### config.mk
export PLATFORM = sky130hd
export DESIGN_NAME = rr_arbiter_fsm
export DESIGN_NICKNAME = d
export VERILOG_FILES = /design/src/rtl/rr_arbiter_fsm.sv
export SDC_FILE = /design/constraint.sdc
export NUM_CORES = 1
export LEC_CHECK = 0
export CAP_MARGIN = 20
export CORE_AREA = 3 3 43 60
export DETAILED_ROUTE_END_ITERATION = 8
export DIE_AREA = 0 0 46 63
export PLACE_DENSITY = 0.73
export SLEW_MARGIN = 20
export SYNTH_ARGS = -nofsm -noshare
export SYNTH_HDL_FRONTEND = slang
export SYNTH_SLANG_ARGS = --single-unit
### constraint.sdc
create_clock -name clk -period 2.2 [get_ports clk]
set_input_delay 0.44 -clock clk [delete_from_list [all_inputs] [get_ports clk]]
set_output_delay 0.44 -clock clk [all_outputs]
set_load 0.02 [all_outputs]
### src/rtl/rr_arbiter_fsm.sv
`default_nettype none
// ============================================================================
// Module      : rr_arbiter_fsm
// Description : 4-way round-robin arbiter with release handling and a
//               grant-hold timeout that traps into an error state.
// Revision    : 1.0 - initial release
// ============================================================================
module rr_arbiter_fsm #(
    parameter int TIMEOUT = 16
) (
    input  logic       clk,
    input  logic       rst,
    input  logic [3:0] req,
    input  logic       done,
    output logic [3:0] gnt,
    output logic [1:0] grant_id,
    output logic       busy,
    output logic       err
);

    typedef enum logic [1:0] {
        S_IDLE = 2'd0,
        S_GNT  = 2'd1,
        S_ER   = 2'd2
    } state_t;

    localparam logic [7:0] c_HOLD_LAST = 8'(TIMEOUT - 1);

    state_t     r_state;
    state_t     w_state_nxt;
    logic [1:0] r_last_ptr;
    logic [1:0] w_last_ptr_nxt;
    logic [7:0] r_hold_cnt;
    logic [7:0] w_hold_cnt_nxt;
    logic [3:0] w_gnt_nxt;
    logic [1:0] w_id_nxt;
    logic       w_busy_nxt;
    logic       w_err_nxt;
    logic [1:0] w_pick;
    logic       w_release;
    logic       w_issue;

    // Search starts just after the last winner, so the holder is checked last.
    always_comb begin
        logic       found;
        logic [1:0] idx;
        w_pick = r_last_ptr;
        found  = 1'b0;
        for (int k = 1; k <= 4; k++) begin
            idx = r_last_ptr + 2'(k);
            if (!found && req[idx]) begin
                w_pick = idx;
                found  = 1'b1;
            end
        end
    end

    assign w_release = done | ~req[grant_id];

    always_comb begin
        w_state_nxt    = r_state;
        w_last_ptr_nxt = r_last_ptr;
        w_hold_cnt_nxt = r_hold_cnt;
        w_gnt_nxt      = gnt;
        w_id_nxt       = grant_id;
        w_busy_nxt     = busy;
        w_err_nxt      = err;
        w_issue        = 1'b0;

        case (r_state)
            S_IDLE: begin
                if (|req) begin
                    w_issue = 1'b1;
                end
            end
            S_GNT: begin
                if (w_release) begin
                    if (|req) begin
                        w_issue = 1'b1;
                    end else begin
                        w_state_nxt    = S_IDLE;
                        w_hold_cnt_nxt = 8'd0;
                        w_gnt_nxt      = 4'b0000;
                        w_id_nxt       = 2'd0;
                        w_busy_nxt     = 1'b0;
                    end
                end else if (r_hold_cnt == c_HOLD_LAST) begin
                    w_state_nxt    = S_ER;
                    w_hold_cnt_nxt = 8'd0;
                    w_gnt_nxt      = 4'b0000;
                    w_id_nxt       = 2'd0;
                    w_busy_nxt     = 1'b0;
                    w_err_nxt      = 1'b1;
                end else begin
                    w_hold_cnt_nxt = r_hold_cnt + 8'd1;
                end
            end
            S_ER: begin
                if (req == 4'b0000) begin
                    w_state_nxt = S_IDLE;
                    w_err_nxt   = 1'b0;
                end
            end
            default: begin
                w_state_nxt    = S_IDLE;
                w_hold_cnt_nxt = 8'd0;
                w_gnt_nxt      = 4'b0000;
                w_id_nxt       = 2'd0;
                w_busy_nxt     = 1'b0;
                w_err_nxt      = 1'b0;
            end
        endcase

        // Every grant issue, including a re-grant to the same holder, restarts the hold count.
        if (w_issue) begin
            w_state_nxt    = S_GNT;
            w_last_ptr_nxt = w_pick;
            w_hold_cnt_nxt = 8'd0;
            w_gnt_nxt      = 4'b0001 << w_pick;
            w_id_nxt       = w_pick;
            w_busy_nxt     = 1'b1;
            w_err_nxt      = 1'b0;
        end
    end

    always_ff @(posedge clk) begin
        if (rst) begin
            r_state    <= S_IDLE;
            r_last_ptr <= 2'd3;
            r_hold_cnt <= 8'd0;
            gnt        <= 4'b0000;
            grant_id   <= 2'd0;
            busy       <= 1'b0;
            err        <= 1'b0;
        end else begin
            r_state    <= w_state_nxt;
            r_last_ptr <= w_last_ptr_nxt;
            r_hold_cnt <= w_hold_cnt_nxt;
            gnt        <= w_gnt_nxt;
            grant_id   <= w_id_nxt;
            busy       <= w_busy_nxt;
            err        <= w_err_nxt;
        end
    end

endmodule
`default_nettype wire

Yosys cells after proc, flatten, opt, wreduce, memory -nomap -nowiden
Index checks and enable logic that the tools add are counted.
{"block": "op_classes", "n_eq_ne": 13, "n_lt_le_gt_ge": 5, "reduce_logical": 16, "n_shift": 1, "mux": 48, "n_bitwise": 4, "add_sub_neg": 4}
{"operator": "8-bit 2-to-1 mux", "n": 3}
{"operator": "2-bit 2-to-1 mux", "n": 11}
{"operator": "1-bit 2-to-1 mux", "n": 18}
{"operator": "4-bit 2-to-1 mux", "n": 4}
{"operator": "8-bit case mux with 2 select lines", "n": 1}
{"operator": "2-bit by 3-bit < comparator with 1-bit output (second input constant)", "n": 5}
{"operator": "4-bit AND reduction", "n": 3}
{"operator": "1-bit binary-select mux with 2-bit select", "n": 5}
{"operator": "3-bit inequality test (second input constant)", "n": 3}
{"operator": "8-bit by 1-bit adder with 8-bit output (second input constant)", "n": 1}
{"operator": "8-bit by 4-bit == test with 1-bit output (second input constant)", "n": 1}
{"operator": "2-bit inequality test (second input constant)", "n": 4}
{"operator": "4-bit inequality test (second input constant)", "n": 2}
{"operator": "4-bit case mux with 2 select lines", "n": 1}
{"operator": "2-bit case mux with 3 select lines", "n": 1}
{"operator": "2-bit adder (second input constant)", "n": 2}
{"operator": "4-bit logical NOT", "n": 1}
{"operator": "1-bit case mux with 2 select lines", "n": 2}
{"operator": "2-bit case mux with 2 select lines", "n": 1}
{"operator": "2-bit OR reduction", "n": 2}
{"operator": "4-bit OR reduction", "n": 1}
{"operator": "1-bit by 2-bit left shift with 4-bit output (first input constant)", "n": 1}
{"operator": "1-bit logical AND", "n": 3}
{"operator": "1-bit logical NOT", "n": 3}
{"operator": "other kinds (10)", "n": 12}
{"block": "word_totals", "inputBits": 7, "reg_bits": 20, "output_inout_bits": 8, "wordCells": 99}

Depth between registers and ports, before layout
Gate-level depths: netlist of the first run.
{"block": "depth", "ltp_word": 15, "mapped_depth": 6, "ltp_nobuf": 5}

Worst setup path after synthesis of the first run
OpenSTA, ideal clock, no wires.
{"block": "synth_path", "path_type": "register -> register", "start": "register grant_id[0]", "end": "register r_hold_cnt[1]", "setup_ns": 0.137, "slack_ns": 0.374, "synth_period_minus_slack_ns": 1.826, "stages_incl_launch_ff": 7, "t_arrival_ns": 1.689, "required_ns": 2.063, "path_buffers": 2, "cell_sequence": "dfxtp_1 mux4_2 and4bb_1 buf_4 buf_2 a32oi_1 nor2_1"}
{"block": "synth_between", "elab_chain_len": 7, "elab_cells_between_ends": 11, "classes_between": "eq/ne: 1; mux: 6; bitwise: 2; reduce/logical: 2"}
{"element": "start, declared", "line_no": "16", "text": "output logic [1:0] grant_id,"}
{"element": "start signal, assigned", "line_no": "140", "text": "grant_id <= w_id_nxt;"}
{"element": "1-bit binary-select mux with 2-bit select (*)", "line_no": "58", "text": "assign w_release = done | ~req[grant_id];"}
{"element": "1-bit 2-to-1 mux (implied by the code) (*)", "line_no": "58"}
{"element": "1-bit inverter (*)", "line_no": "58"}
{"element": "1-bit OR (*)", "line_no": "58"}
{"element": "1-bit 2-to-1 mux", "line_no": "77", "text": "if (w_release) begin"}
{"element": "1-bit case mux with 2 select lines", "line_no": "70", "text": "case (r_state)"}
{"element": "2-bit OR reduction (no source line)"}
{"element": "end signal, assigned", "line_no": "138", "text": "r_hold_cnt <= w_hold_cnt_nxt;"}
{"element": "end, declared", "line_no": "33", "text": "logic [7:0] r_hold_cnt;"}
Mark *: on every way between the ends. The rest lies on a longest branch, timed or not. The select of a mux whose other input is x is not followed.
A chain may end at the register's enable or synchronous reset.

Worst setup path after layout of the first run
{"block": "layout_path", "start": "input req[3]", "end": "register gnt[2]"}
{"block": "layout_between", "elab_chain_len": 14, "elab_cells_between_ends": 37, "classes_between": "eq/ne: 3; shift: 1; mux: 23; bitwise: 2; reduce/logical: 8"}
{"element": "start, declared", "line_no": "13", "text": "input logic [3:0] req,"}
{"element": "1-bit binary-select mux with 2-bit select", "line_no": "51", "text": "if (!found && req[idx]) begin"}
{"element": "1-bit 2-to-1 mux (implied by the code)", "line_no": "51"}
{"element": "1-bit 2-to-1 mux", "line_no": "51"}
{"element": "1-bit logical NOT", "line_no": "51"}
{"element": "1-bit logical AND", "line_no": "51"}
{"element": "1-bit 2-to-1 mux", "line_no": "51"}
{"element": "1-bit logical NOT", "line_no": "51"}
{"element": "1-bit logical AND", "line_no": "51"}
{"element": "1-bit 2-to-1 mux", "line_no": "51"}
{"element": "1-bit logical NOT", "line_no": "51"}
{"element": "1-bit logical AND", "line_no": "51"}
{"element": "2-bit 2-to-1 mux", "line_no": "51"}
{"element": "1-bit by 2-bit left shift with 4-bit output", "line_no": "119", "text": "w_gnt_nxt = 4'b0001 << w_pick;"}
{"element": "4-bit 2-to-1 mux", "line_no": "115", "text": "if (w_issue) begin"}
{"element": "end signal, assigned", "line_no": "139", "text": "gnt <= w_gnt_nxt;"}
{"element": "end, declared", "line_no": "15", "text": "output logic [3:0] gnt,"}
Several ways; a longest one is shown, not always the timed one. The select of a mux whose other input is x is not followed.

==> implementation parameters, run 1 <==
Parameter                              Value

STA
  Setup Viol. Count Final    0
  Pin slew with the least headroom to its limit    480.2 ps
  Max Fclk    0.5102 GHz
  Worst Setup Slack, final    240.1 ps
  Worst hold-check slack    475.5 ps
  Relative slew slack    0.6789
  Final min period    1960 ps
  Total count of max-transition violations in the final report    0
  Max Clock Skew    5.252 ps
  Period Utilization, post-route    0.8909
  Unrepaired setup endpoints after global routing    false
  Fin. Hold Viols    0

Routing
  DRC Markers    0
  Via count normalized by instance count    6.168
  Number of search-and-repair iterations in the first detailed-routing pass    4
  Vias after detailed routing    1067
  Final routed wirelength across all metal layers    2760 µm
  Antenna Nets Post-Route    0
  Initial drt markers    25
  Mean routed wirelength per cell    15.95 µm

Logic synthesis
  Net count after synthesis    131
  Post-synth top area cell    dfxtp_1
  Fraction of synthesized cell area taken by the top area cell type    0.3738
  Count of yosys warnings during synthesis    0
  Primary flip-flop cell chosen by synthesis mapping    dfxtp_1
  Post-synthesis async set-or-reset flop share    0
  Synthesized area    0.001071 mm²
  Sequential share of the synthesized area    0.3738
  Synth unique cells    42
  Count of flip-flops with a built-in enable after synthesis    0
  Number of instances in the synthesized netlist    123
  Number of synthesized register bits    20
  Syn avg cell area    8.708 µm²
  Largest cells by area after synthesis    dfxtp_1 37%, nand3_1 6.1%, nand2_1 4.9%

Die
  FP Rows    20
  Number of placed I/O pins    15
  Area of the core    0.002152 mm²
  Die height    63 µm
  Width of the chip    46 µm
  Die area    0.002898 mm²
  Initial Util    0.4977

Global route
  Wire length of the first global-routing pass    4698 µm
  Pin count of the biggest net entering global routing    13
  Global-route met1 utilization    0.2438
  Antenna violations before repair    0
  Gr usage total    0.2121
  Met2 track demand over resource    0.3776
  Most crowded layer after global routing    met2
  Total congestion overflow    0
  Number of global-route vias before repair    1063
  Met3 GRT Util    0.02882

Worst setup path
  Reg2reg path depth    4
  Critical path class    in -> reg
  Maximum fanout encountered on the critical timing path    7
  Type of destination of the critical path    flip-flop
  Critical Path AT    2150 ps
  Data required, critical path    2390 ps
  Type of element launching the critical path    primary input
  Startpoint of the lowest-slack register-to-register path    grant_id[1]
  Critical path origin    req[3]

Power and ir drop
  Leakage power figure    0.4771 nW
  IR drop worst, VDD    0.5161 mV
  Total chip power    0.0009503 W
  Power density over cell area    689.2 mW/mm²

Placement
  Placed wire-length estimate after detailed placement    2080 µm
  Count of input and output buffers    14
  Weighted congestion at the end of routability-driven global placement    0.7862
  Setup WS pre-CTS    -65.86 ps
  Cell area after placement    0.001326 mm²

CTS
  Cells resized by post-CTS repair    0
  CTS HTree Levels    1
  Hold-fix buffers at CTS    0
  Clk pin slew, worst setup/hold paths    120 ps
  Post-CTS Setup Inserts    0
  Clock Path Buffers    2
  Source-to-sink clock delay at the later pin of the worst-skew pair    310 ps
  TritonCTS Buffers    3
  Clock tree from TritonCTS    yes
  Clock Tree Root    clkbuf_4
  Total clock sinks    20

Final layout
  Antenna fix cells    0
  Final design area excluding fillers    0.001379 mm²
  Layout Nets    160
  Top library cells by usage in the layout, fill and taps aside    20 x dfxtp_1, 15 x buf_4, 14 x nand2_1, 14 x clkdlybuf4s50_1, 13 x nand3_1
  Layout cells sized above 1    0.1656
  Growth of design area from synthesis to finish    28.74%
  Most frequent standard cell in the layout excluding fill and tap cells    dfxtp_1

Hold path
  HP Start    err
  Depth of the worst hold-timing path    2
  Hold crit path type    reg -> reg

Status
  Outcome    finished, final reports clean

Run
  Max-Cap Viols    0
==> synth_stat cells (all sizes together), types with 2 or more instances <==
cell type   n
dfxtp      20
nand2      14
nand3      13
a21oi       7
a31oi       6
o32ai       6
o21ai       5
buf         4
nand2b      4
nor2        4
a32oi       3
nand3b      3
or3         3
or3b        3
and3        2
mux2i       2
o211ai      2
or2         2
==> path summary, 6_finish.rpt <==
kind | to | slack (ps)
setup / recovery | gnt[2] | 240
hold / removal | err | 480
setup reg to reg | gnt[2] | 340
hold reg to reg | err | 480
==> flip-flops by register name, indices dropped and copies added (netlist names) <==
register    cells
busy            1
err             1
gnt             4
grant_id        2
r_hold_cnt      8
r_last_ptr      2
r_state         2
==> final cells by class <==
type | instances | area, µm²
clock buffers | 3 | 22.52
clock inverters | 1 | 30.03
fillers | 195 | 773.2
inverters | 1 | 3.754
multi-input cells | 97 | 641.9
flip-flops and latches | 20 | 400.4
well taps | 22 | 27.53
repair buffers | 29 | 252.7
==> cell families after synthesis <==
| logic type | share of synthesized area |
|---|---|
| AOI/OAI and AO/OA | 0.2313 |
| adders and majority gates | 0.01168 |
| buffers and inverters | 0.02686 |
| DFF | 0.3738 |
| muxes | 0.03972 |
| and+or+nand+nor | 0.3166 |
==> per-layer routing <==
layer / part of all wire / up-vias / wire (µm)
met2: 0.55 / 15 / 1519
li1: - / 532 / -
met5: 0 / - / 0
met3: 0.020 / 5 / 56
met1: 0.42 / 515 / 1148
met4: 0.013 / 0 / 36
==> worst max-delay path, cell delays in order <==
cell,delay [ps]
clkdlybuf4s50_1,480
mux4_2,490
and4bb_1,290
a2bb2oi_2,310
o32ai_1,150
==> per-stage QoR <==
| stage | util | setup TNS, ps | std cells |
|---|---|---|---|
| after floorplan | - | 0 | 123 |
| after global placement | 0.6163 | -2.568 | 169 |
| after detailed placement | 0.6163 | -357.6 | 169 |
| after CTS | 0.6407 | 0 | 173 |
| after global routing | 0.6407 | 0 | 173 |
| final | 0.6407 | 0 | 173 |
==> power breakdown <==
part / switching (W) / leakage (nW) / internal (W)
clock: 0.000120 / 0.0279 / 0.000184
sequential: 0.0000240 / 0.163 / 0.000387
combinational: 0.000115 / 0.286 / 0.000120
total: 0.000259 / 0.477 / 0.000692
Power figures use the tool's default switching activity.
==> inputs of run 2 (changes only) <==
==> constraint.sdc (replaced) <==
create_clock -name clk -period 2.2 [get_ports clk]
set_input_delay 0.22 -clock clk [delete_from_list [all_inputs] [get_ports clk]]
set_output_delay 0.22 -clock clk [all_outputs]
set_load 0.02 [all_outputs]
==> run 2 against run 1 <==
Combinational power shrank 15%. Setup slack gained 91 ps. Worst hold slack lost 3.8 ps. Sequential power is essentially flat. Flip-flop and latch count is the same. Critical endpoint is now grant_id[0].
==> implementation parameters, run 2 (synthesis gave the netlist of run 1 again) <==
Parameter                              Value

Power and ir drop
  Clock Power Share    0.259
  Leakage power figure    0.4160 nW
  Portion of total power attributed to sequential cells    0.500
  Internal portion of total power    0.0005852 W
  IR drop worst, VDD    0.4083 mV
  Power density over cell area    646.9 mW/mm²
  Switching power total    0.0002427 W
  Switching power share of the total    0.2932
  Fraction of power consumed by combinational cells    0.242

Placement
  Setup WS pre-CTS    81.29 ps
  Placed wire-length estimate after detailed placement    1880 µm
  Weighted congestion at the end of routability-driven global placement    0.7776
  Count of input and output buffers    14

Routing
  Number of search-and-repair iterations in the first detailed-routing pass    4
  Via count normalized by instance count    6.358
  Final routed wirelength across all metal layers    2479 µm
  Mean routed wirelength per cell    15.30 µm
  DRC Markers    0
  Antenna Nets Post-Route    0
  Initial drt markers    29
  Vias after detailed routing    1030

STA
  Relative slew slack    0.6242
  Max Fclk    0.5350 GHz
  Setup Viol. Count Final    0
  Pin slew with the least headroom to its limit    561.9 ps
  Period Utilization, post-route    0.8496
  Max Clock Skew    1.033 ps
  Setup TNS    0 ps
  Worst Setup Slack, final    331.0 ps
  Unrepaired setup endpoints after global routing    false
  Total count of max-transition violations in the final report    0
  Worst hold-check slack    471.7 ps
  Fin. Hold Viols    0
  Final min period    1869 ps

Hold path
  HP Start    err
  Hold crit path type    reg -> reg
  Depth of the worst hold-timing path    2
  Hold Path Sink    err

Die
  Die height    63 µm
  Width of the chip    46 µm
  Area of the core    0.002152 mm²
  Initial Util    0.4977
  Number of placed I/O pins    15
  FP Rows    20
  Die area    0.002898 mm²

Run
  Max-Cap Viols    0

Final layout
  Top library cells by usage in the layout, fill and taps aside    20 x dfxtp_1, 14 x nand2_1, 14 x clkdlybuf4s50_1
  Antenna fix cells    0
  Number of flip-flops under the largest register name    8
  Top Registers    r_hold_cnt: 8 flops, gnt: 4 flops
  Layout cells sized above 1    0.1000
  Register with the most flip-flops    r_hold_cnt
  Growth of design area from synthesis to finish    19.51%
  Most frequent standard cell in the layout excluding fill and tap cells    dfxtp_1
  Layout Nets    149

Global route
  Wire length of the first global-routing pass    4353 µm
  Gr usage total    0.1949
  Total congestion overflow    0
  Antenna violations before repair    0
  Number of global-route vias before repair    1037
  Pin count of the biggest net entering global routing    12

CTS
  Total clock sinks    20
  Clock tree from TritonCTS    yes
  Clock Path Buffers    2
  Clock Tree Root    clkbuf_4
  Source-to-sink clock delay at the later pin of the worst-skew pair    300 ps
  Hold-fix buffers at CTS    0
  TritonCTS Buffers    3
  Post-CTS Setup Inserts    0
  CTS HTree Levels    1
  Cells resized by post-CTS repair    0
  Clk pin slew, worst setup/hold paths    110 ps

Worst setup path
  Type of destination of the critical path    flip-flop
  End of the worst register-to-register path    grant_id[0]
  Type of element launching the critical path    flip-flop
  Maximum fanout encountered on the critical timing path    11
  Critical path class    reg -> reg
  Reg2reg path depth    4
  Critical Path AT    2050 ps
  Worst setup slack for register-to-register paths    330 ps
  Data required, critical path    2380 ps
  Startpoint of the lowest-slack register-to-register path    grant_id[0]

Status
  Outcome    finished, final reports clean
run 2: cell count changes in the layout (fill, tap and decap cells not counted), sizes merged:
cell    change
clkbuf      +1
buf        -11
bufinv      -1
run 2: how the worst max path moves through the flow:
stage / from / to / slack, ps
2_1_floorplan: grant_id[0] / r_hold_cnt[1] / 370
3_3_place_gp: req[0] / gnt[2] / 120
3_5_place_dp: req[3] / grant_id[0] / 80
4_1_cts: grant_id[0] / grant_id[0] / 340
5_1_grt: grant_id[1] / gnt[2] / 210
6_report: grant_id[0] / grant_id[0] / 330
run 2: power groups by stage:
stage	Combinational [W]	Clock, W	Sequential, W
2_1_floorplan	0.000106	0	0.000436
3_3_place_gp	0.000197	0	0.000420
3_5_place_dp	0.000199	0	0.000421
4_1_cts	0.000200	0.000220	0.000413
5_1_grt	0.000215	0.000236	0.000417
6_report	0.000200	0.000214	0.000414
run 2: critical path, stage by stage, from the launching register on:
cell       delay (ps)
dfxtp_1           470
mux4_2            530
and4bb_1          320
a2bb2oi_2         290
o32ai_1           140
run 2: metrics by stage:
step | instance area (µm²) | utilization | instances | power, W
global placement | 1244 | 0.5779 | 158 | 0.0006164
detailed placement | 1244 | 0.5779 | 158 | 0.0006205
floorplan | 1071 | - | 123 | 0.0005417
finish | 1280 | 0.5948 | 162 | 0.0008280
global route | 1280 | 0.5948 | 162 | 0.0008685
CTS | 1280 | 0.5948 | 162 | 0.0008331
run 2: layout make-up:
class                   instances  area, µm²
inverters                       1      3.754
clock buffers                   4      36.28
multi-input cells              97      641.9
repair buffers                 18      170.2
flip-flops and latches         20      400.4
well taps                      22      27.53
fillers                       179      872.1
run 2: metal layers:
metal,up-vias,GRT usage,part of all wire
met3,7,0.02017,0.015
li1,512,-,-
met5,-,0,0
met1,490,0.2258,0.42
met4,0,0.09609,0.024
met2,21,0.3328,0.54
